### src/rtl/s2_pkg.sv
// Shared constants, FSM states and task word layout for the S2 task dispatcher.
package s2_pkg;

  localparam int TOTAL_F    = 3703;
  localparam int TOTAL_CORE = 64;
  localparam int F_PER_CORE = 32;

  localparam int F_W    = 12;
  localparam int CORE_W = 6;
  localparam int LEN_W  = 6;

  typedef enum logic [1:0] {
    IDLE = 2'd0,
    E1   = 2'd1,
    E2   = 2'd2,
    DONE = 2'd3
  } state_e;

  typedef struct packed {
    logic [CORE_W-1:0] core;
    logic              edge_sel;
    logic [F_W-1:0]    f_start;
    logic [LEN_W-1:0]  f_len;
  } task_t;

  function automatic logic [F_W-1:0] clamp_f(input logic [F_W-1:0] f);
    return (f > F_W'(TOTAL_F)) ? F_W'(TOTAL_F) : f;
  endfunction

endpackage

### src/rtl/s2_chunk_len.sv
// Combinational chunk sizer: len = min(F_PER_CORE, range_end - cur) plus last-chunk flag.
module s2_chunk_len
  import s2_pkg::*;
(
  input  logic [F_W-1:0]   cur,
  input  logic [F_W-1:0]   range_end,
  output logic [LEN_W-1:0] len,
  output logic             last
);

  logic [F_W-1:0] remaining;

  // Remaining is compared at full width before being narrowed to a length.
  assign remaining = range_end - cur;
  assign last      = (remaining <= F_W'(F_PER_CORE));
  assign len       = last ? remaining[LEN_W-1:0] : LEN_W'(F_PER_CORE);

endmodule

### src/rtl/s2_task_dispatch.sv
// Walks the S2 split descriptor in 32-feature chunks and issues one core task per handshake.
// Optional S2_TASK_DISPATCH_STATS_EN adds saturating task/overflow counters.
module s2_task_dispatch
  import s2_pkg::*;
(
  input  logic              clk,
  input  logic              rst,
  input  logic              desc_valid,
  output logic              desc_ready,
  input  logic [F_W-1:0]    desc_last_f,
  input  logic [F_W-1:0]    desc_f21,
  input  logic [F_W-1:0]    desc_f22,
  input  logic              desc_mt64,
  output logic              task_valid,
  input  logic              task_ready,
  output logic [CORE_W-1:0] task_core,
  output logic              task_edge,
  output logic [F_W-1:0]    task_f_start,
  output logic [LEN_W-1:0]  task_f_len,
  output logic              done,
  output logic              overflow,
  output logic              need_mt64
`ifdef S2_TASK_DISPATCH_STATS_EN
  ,
  output logic [15:0]       stat_tasks,
  output logic [15:0]       stat_overflows
`endif
);

  state_e            state_q, state_d;
  logic [F_W-1:0]    cur_q, cur_d;
  logic [CORE_W-1:0] core_q, core_d;
  logic [F_W-1:0]    f21_q, f21_d;
  logic [F_W-1:0]    f22_q, f22_d;
  logic              ovf_q, ovf_d;
  logic              mt64_q, mt64_d;
  logic              ovf_event;
  logic              handshake;

  logic [F_W-1:0]    range_end;
  logic [LEN_W-1:0]  chunk_len;
  logic              chunk_last;
  logic [F_W-1:0]    f21_clamped;
  logic [F_W-1:0]    f22_clamped;
  task_t             tword;

  assign range_end   = (state_q == E2) ? f22_q : f21_q;
  assign f21_clamped = clamp_f(desc_f21);
  assign f22_clamped = clamp_f(desc_f22);

  s2_chunk_len u_chunk_len (
    .cur       (cur_q),
    .range_end (range_end),
    .len       (chunk_len),
    .last      (chunk_last)
  );

  always_comb begin
    state_d    = state_q;
    cur_d      = cur_q;
    core_d     = core_q;
    f21_d      = f21_q;
    f22_d      = f22_q;
    ovf_d      = ovf_q;
    mt64_d     = mt64_q;
    ovf_event  = 1'b0;
    desc_ready = 1'b0;
    task_valid = 1'b0;
    done       = 1'b0;
    tword      = '0;
    case (state_q)
      IDLE: begin
        desc_ready = 1'b1;
        if (desc_valid) begin
          f21_d  = f21_clamped;
          f22_d  = f22_clamped;
          cur_d  = desc_last_f;
          core_d = '0;
          ovf_d  = 1'b0;
          mt64_d = desc_mt64;
          if (f21_clamped > desc_last_f) begin
            state_d = E1;
          end else if (f22_clamped != '0) begin
            state_d = E2;
            cur_d   = '0;
          end else begin
            state_d = DONE;
          end
        end
      end
      E1, E2: begin
        task_valid     = 1'b1;
        tword.core     = core_q;
        tword.edge_sel = (state_q == E2);
        tword.f_start  = cur_q;
        tword.f_len    = chunk_len;
        if (task_ready) begin
          cur_d  = cur_q + F_W'(chunk_len);
          core_d = core_q + 1'b1;
          // Finishing the last range wins over core exhaustion; anything left is overflow.
          if (chunk_last && (state_q == E2 || f22_q == '0)) begin
            state_d = DONE;
          end else if (core_q == CORE_W'(TOTAL_CORE - 1)) begin
            ovf_d     = 1'b1;
            ovf_event = 1'b1;
            state_d   = DONE;
          end else if (chunk_last) begin
            state_d = E2;
            cur_d   = '0;
          end
        end
      end
      DONE: begin
        done    = 1'b1;
        state_d = IDLE;
      end
      default: state_d = IDLE;
    endcase
  end

  assign handshake    = task_valid && task_ready;
  assign task_core    = tword.core;
  assign task_edge    = tword.edge_sel;
  assign task_f_start = tword.f_start;
  assign task_f_len   = tword.f_len;
  assign overflow     = ovf_q;
  assign need_mt64    = mt64_q;

  always_ff @(posedge clk) begin
    if (rst) begin
      state_q <= IDLE;
      cur_q   <= '0;
      core_q  <= '0;
      ovf_q   <= 1'b0;
      mt64_q  <= 1'b0;
    end else begin
      state_q <= state_d;
      cur_q   <= cur_d;
      core_q  <= core_d;
      ovf_q   <= ovf_d;
      mt64_q  <= mt64_d;
    end
  end

  // Range bounds are only read outside IDLE, after an accept has loaded them.
  always_ff @(posedge clk) begin
    f21_q <= f21_d;
    f22_q <= f22_d;
  end

`ifdef S2_TASK_DISPATCH_STATS_EN
  function automatic logic [15:0] sat_inc(input logic [15:0] v);
    return (v == 16'hFFFF) ? v : v + 16'd1;
  endfunction

  always_ff @(posedge clk) begin
    if (rst) begin
      stat_tasks     <= '0;
      stat_overflows <= '0;
    end else begin
      if (handshake) stat_tasks <= sat_inc(stat_tasks);
      if (ovf_event) stat_overflows <= sat_inc(stat_overflows);
    end
  end
`else
  logic unused_stats;
  assign unused_stats = handshake ^ ovf_event;
`endif

endmodule

### config.mk
export PLATFORM = sky130hd
export DESIGN_NAME = s2_task_dispatch
export DESIGN_NICKNAME = d
export VERILOG_FILES = /design/src/rtl/s2_pkg.sv /design/src/rtl/s2_chunk_len.sv /design/src/rtl/s2_task_dispatch.sv
export SDC_FILE = /design/constraint.sdc
export NUM_CORES = 1
export LEC_CHECK = 0
export CAP_MARGIN = 20
export CORE_MARGIN = 3
export CORE_UTILIZATION = 26
export CTS_CLUSTER_SIZE = 12
export DETAILED_ROUTE_END_ITERATION = 6
export PLACE_DENSITY = 0.46
export SYNTH_ARGS = -nofsm -noshare
export SYNTH_HDL_FRONTEND = slang
export SYNTH_SLANG_ARGS = --single-unit
### constraint.sdc
create_clock -name clk -period 7.54 [get_ports clk]
set_input_delay 0.754 -clock clk [delete_from_list [all_inputs] [get_ports clk]]
set_output_delay 0.754 -clock clk [all_outputs]
set_load 0.02 [all_outputs]
==> results.yml <==
outcome:
  status: "finished, final reports clean"
clocking:
  cts_tree: "yes"
  clockBufferDepth: 2
  cts_buffers: 5
  postCtsSetupBuffers: 0
  cts_hold_buf: 0
  root_buffer: "clkbuf_16"
  clkSinkCount: 46
  cts_resized: 0
  cts-htree-levels: 2
  clock_latency_ps: 300
  clkTransAtPathRegs_ps: 70
placed_design:
  port_buffers: 70
  gp_congestion: 0.858
  place_hpwl_um: 9700
setup_path:
  cp_max_fo: 14
  crit_type: "register to register"
  critPathArrivalTime_ps: 6440
  cp.required_ps: 7760
  worstSetupStartpointType: "register"
  endpoint_kind: "register"
synthesis:
  synthArstFlopShare_pct: 0
  seq_area_frac_synth_pct: 31.3
  synthAdderAreaFrac_pct: 12.2
  netlist_instances: 450
  ys_warn_count: 0
  synth-compound-area-share_pct: 19.1
  synth.area.mux_share_pct: 4.15
  mappedNetlistArea_um2: 3710
  yosysTopAreaCell: "edfxtp_1"
  synth-xor-area-share_pct: 2.36
  dominantRegCellSynth: "edfxtp_1"
  syn_avg_cell_area_um2: 8.24
  yosys.cell_types.count: 62
  synth_seq_cells: 46
  ys_top_cells_by_area: "edfxtp_1 19%, dfxtp_1 12%, ha_1 11%"
  synth_top_family_by_area: "simple AND/OR/NAND/NOR gates"
  post-synth-top-area-fraction_pct: 19.4
  synthesis.nets: 526
  synth_edf_count: 24
  synth_simple_gate_area_share_pct: 24.3
floorplan:
  die_w_um: 125
  ios: 71
  die_h_um: 125
  die_area_um2: 15700
  fp-row-count: 43
  core_area_um2: 13900
  start_util_pct: 26.6
power_and_ir_drop:
  power_uw: 1650
  p_per_area_nw_per_um2: 348
  leakage_uw: 0.00175
  ir_worst_vdd_mv: 0.108
detailed_routing:
  via_count: 3553
  ant_nets: 0
  drt_first_pass_iters: 5
  wire_per_inst_um: 17.5
  totalWireLength_um: 12100
  vias_per_cell: 5.16
  drt_iter0_markers: 376
  route.detailed.drc: 0
finish:
  fill_cells: 1457
  multi_input_area_um2: 2300
  drive_gt1_share_pct: 7.66
  final_common_cell: "clkdlybuf4s50_1"
  register_area_um2: 1160
  nets: 584
  area_growth_pct: 27.7
  layout_common_cells: "70 x clkdlybuf4s50_1, 42 x inv_1, 42 x nor2_1"
  num_antenna_cells: 0
sta:
  rsz0062_at_grt: "no"
  setup_tns_ps: 0
  fmax_mhz: 161
  slew_headroom_pct: 29.4
  post-route-min-period_ps: 6220
  clock_skew_ps: 9.09
  tightest_slew_ps: 1060
  drv_slew: 0
  period_share_pct: 82.5
  setup_violations: 0
  hold_viol: 0
job:
  drv_cap: 0
grt:
  grt_pass1_vias: 3468
  grtUsageTotal_pct: 14.9
  grt_first_pass_wirelength_um: 18900
  antenna_found_initial: 0
  overflow: 0
  grt_max_degree: 28
hold_path:
  hp-class: "register to register"
[metrics by stage]
step / cell area [um2] / worst slack (ps) / utilization (%) / hold WS, ps / std cells
2_1_floorplan: 3710 / 1910 / - / 467 / 450
3_3_place_gp: 4570 / 1690 / 32.8 / 444 / 681
3_5_place_dp: 4570 / 1390 / 32.8 / 451 / 681
4_1_cts: 4740 / 1350 / 34.0 / 460 / 689
5_1_grt: 4740 / 848 / 34.0 / 497 / 689
6_report: 4740 / 1320 / 34.0 / 456 / 689
[area by class of cell]
class | count | area share, %
sequential | 46 | 24.5
clock inverter | 2 | 0.793
timing repair buffer | 73 | 15.3
clock buffer | 6 | 2.72
inverter | 42 | 3.33
tap | 180 | 4.76
multi-input combinational | 340 | 48.6
[sequential cells by signal, indices dropped and copies added, names as in the netlist]
name,cells
core_q,6
need_mt64,1
state_q,2
f21_q,12
cur_q,12
overflow,1
f22_q,12
[per-layer routing]
metal	global-route usage, %	vias to the layer above	wire length (um)
li1	-	1732	-
met1	21.3	1686	5800
met2	23.4	123	5440
met3	2.56	12	694
met4	3.76	0	142
met5	0	-	0
[synth_stat cells (6+ instances only)]
cell type / n
inv_1: 42
nor2_1: 42
a21oi_1: 35
ha_1: 33
nand2_1: 29
edfxtp_1: 24
o21ai_0: 23
dfxtp_1: 22
nand3_1: 17
clkbuf_1: 15
and2_1: 13
or2_2: 13
mux2_2: 11
nand4_1: 10
nor3_1: 10
nor2b_1: 8
a31oi_1: 6
nor4_1: 6
[logic make-up (layout without fill, tap and decap cells)]
group	Yosys count	after routing
AND/OR/NAND/NOR	173	173
AO/OA/AOI/OAI	108	108
buffers and inverters	64	123
flip-flops	46	46
adder cells (fa/ha/maj)	35	35
multiplexers	14	14
XOR/XNOR	10	10
[power breakdown]
group          switching, uW  internal, uW
Sequential              36.0           327
Combinational            637           389
Clock                    103           157
[final timing paths]
path                                  from         to  cells past startpoint  slack (ps)
worst min register to register   need_mt64  need_mt64                      2         460
worst min-delay path             need_mt64  need_mt64                      2         460
worst max register to register  state_q[0]   cur_q[8]                     24        1320
worst max-delay path            state_q[0]   cur_q[8]                     24        1320
[critical path, stage by stage, from the launching register on]
cell and delay, ps:
dfxtp_1 340, inv_1 90, ha_1 640, mux2i_1 290, ha_1 200, inv_1 60, fa_1 400, a21oi_1 250
o2bb2ai_2 110, o31ai_2 230, o311ai_1 130, or4_1 680, or2_0 390, nor2_1 150, ha_1 190, inv_1 60
fa_1 380, nor2b_1 150, o21ai_0 130, a21oi_1 200, o21a_1 130, nor2_1 80, or4_1 490, a211o_1 270
a31oi_1 110
Note: power is estimated with default switching activity, not from simulation.
==> variant, RTL diff (same flow settings) <==
Build with the macro `S2_TASK_DISPATCH_STATS_EN` defined.
--- a/src/rtl/s2_task_dispatch.sv
+++ b/src/rtl/s2_task_dispatch.sv
@@ -1,5 +1,7 @@
 // Walks the S2 split descriptor in 32-feature chunks and issues one core task per handshake.
 // Optional S2_TASK_DISPATCH_STATS_EN adds saturating task/overflow counters.
+`define S2_TASK_DISPATCH_STATS_EN
+
 module s2_task_dispatch
   import s2_pkg::*;
 (
Behaviour (old outputs only; new: stat_overflows and stat_tasks): unchanged (Yosys induction, for registers that start in step).
==> variant against the original RTL <==
Sequential cell count increased by 32. First-iteration DRC count decreased by 30%. Wire length increased by 33%. Setup slack improved by 110 ps. Cell area increased by 41%. Total power increased by 15%. Final cell count increased by 37%. Synthesized area increased by 39%. Critical path type unchanged. Largest power group unchanged.
==> variant: results (changes against the original RTL) <==
STA
  • Layout Skew: 8.96 ps (-0.129 ps)
  • Slew headroom: 0.258 (-0.0357)
  • Fin Hold WS: 465 ps (+8.99 ps)

Pwr
  • Leakage: 0.00243 uW (+38%)

Setup path
  • Arrival @ worst endpoint: 6340 ps (-100 ps)

Outcome
  • Status: finished clean

Yosys
  • Seq/Total Area, Yosys: 0.350 (+0.0368)
  • Top cells by area, synth: dfxtp_1 (21%), edfxtp_1 (14%), ha_1 (8.5%)
  • Synthesized area per cell: 8.71 sq um (+5.7%)
  • Netlist cell types: 66 (+6.5%)
  • Synth Net Count: 669 (+27%)
  • Synth Area in XOR/XNOR: 0.0476 (+0.0240)
  • Mux share of post-synthesis cell area: 0.0391 (-0.00238)
  • Compound-Gate Fraction of Synth Area: 0.172 (-0.0189)

Layout
  • Final net count: 759 (+30%)
  • Share of cells above drive strength 1: 0.0948 (+0.0181)
  • Post-route cell area: 6690 sq um (+41%)
  • Fillcell total: 2,020 (+39%)
  • Fin cells: 946 (+37%)

Global route
  • Number of global-route vias before repair: 4,684 (+35%)
  • Largest net degree at the start of global routing: 54 (+93%)
  • First-pass GRT wire length: 25,800 microns (+37%)

Route
  • Drt pass-1 iters: 4 (-1)
  • Initial drt markers: 263 (-30%)
  • Routed WL: 16,100 microns (+33%)

Place
  • Placed Instance Area: 6390 sq um (+40%)
  • Placed Cells: 930 (+37%)
  • PortBufs: 102 (+46%)
  • Post-DP HPWL: 12,400 microns (+28%)
  • Placer Congestion: 0.858 (about the same)

CTS
  • TritonCTS Buffers: 9 (+4)
  • Clock Latency Late Sink: 340 ps (+40 ps)
[variant: metal layers]
metal,track usage,share of wire,up-vias
met5,0,0,-
met4,0.0447,0.014,0
met3,0.0382,0.060,11
met2,0.250,0.48,114
met1,0.188,0.44,2208
li1,-,-,2324
[variant: cell type report]
cell class	count	share of cell area
well taps	260	0.0487
clock inverters	6	0.0101
multi-input cells	447	0.460
clock buffers	10	0.0342
repair buffers	105	0.155
inverters	40	0.0225
flip-flops and latches	78	0.269
[variant: how the worst max path moves through the flow]
| stage | slack [ps] | endpoint | start | cells after the start |
|---|---|---|---|---|
| 6_report | 1430 | cur_q[8] | state_q[0] | 24 |
| 3_5_place_dp | 1480 | cur_q[8] | state_q[0] | 24 |
| 4_1_cts | 1450 | cur_q[8] | state_q[0] | 24 |
| 3_3_place_gp | 1720 | cur_q[8] | state_q[0] | 24 |
| 5_1_grt | 990 | cur_q[8] | state_q[0] | 24 |
| 2_1_floorplan | 1920 | cur_q[8] | state_q[0] | 25 |
[variant: per-stage QoR]
stage	power, uW	setup WS (ps)
2_1_floorplan	1190	1920
3_3_place_gp	1440	1720
3_5_place_dp	1450	1480
4_1_cts	1910	1450
5_1_grt	2020	994
6_report	1900	1430
[variant: critical path: stages (launching register included)]
cell	delay, ps
dfxtp_1	330
inv_1	80
ha_1	560
mux2i_1	310
ha_1	210
inv_1	60
fa_1	430
a211oi_2	230
o21ai_2	120
a21o_1	170
o211a_1	120
a2111o_1	530
or3_2	590
nor2_1	120
ha_1	170
inv_1	50
fa_1	390
nor2b_1	110
o21ai_0	100
a21oi_1	200
o21ai_0	120
a211oi_1	470
xnor2_1	180
nand2_1	70
a221oi_1	280
[variant: logic make-up (layout without fill, tap and decap cells)]
group           count (synthesis)  after routing
mux                            18             18
simple gates                  236            236
buf+inv                        66            161
flops                          78             78
fa+ha+maj                      37             37
compound gates                128            128
xor+xnor                       28             28
[variant: report_power, final]
group	switching, uW	internal (uW)	leakage [uW]
registers	43.4	500	0.000666
clock network	187	259	0.000148
logic	568	338	0.00161
total	798	1100	0.00243
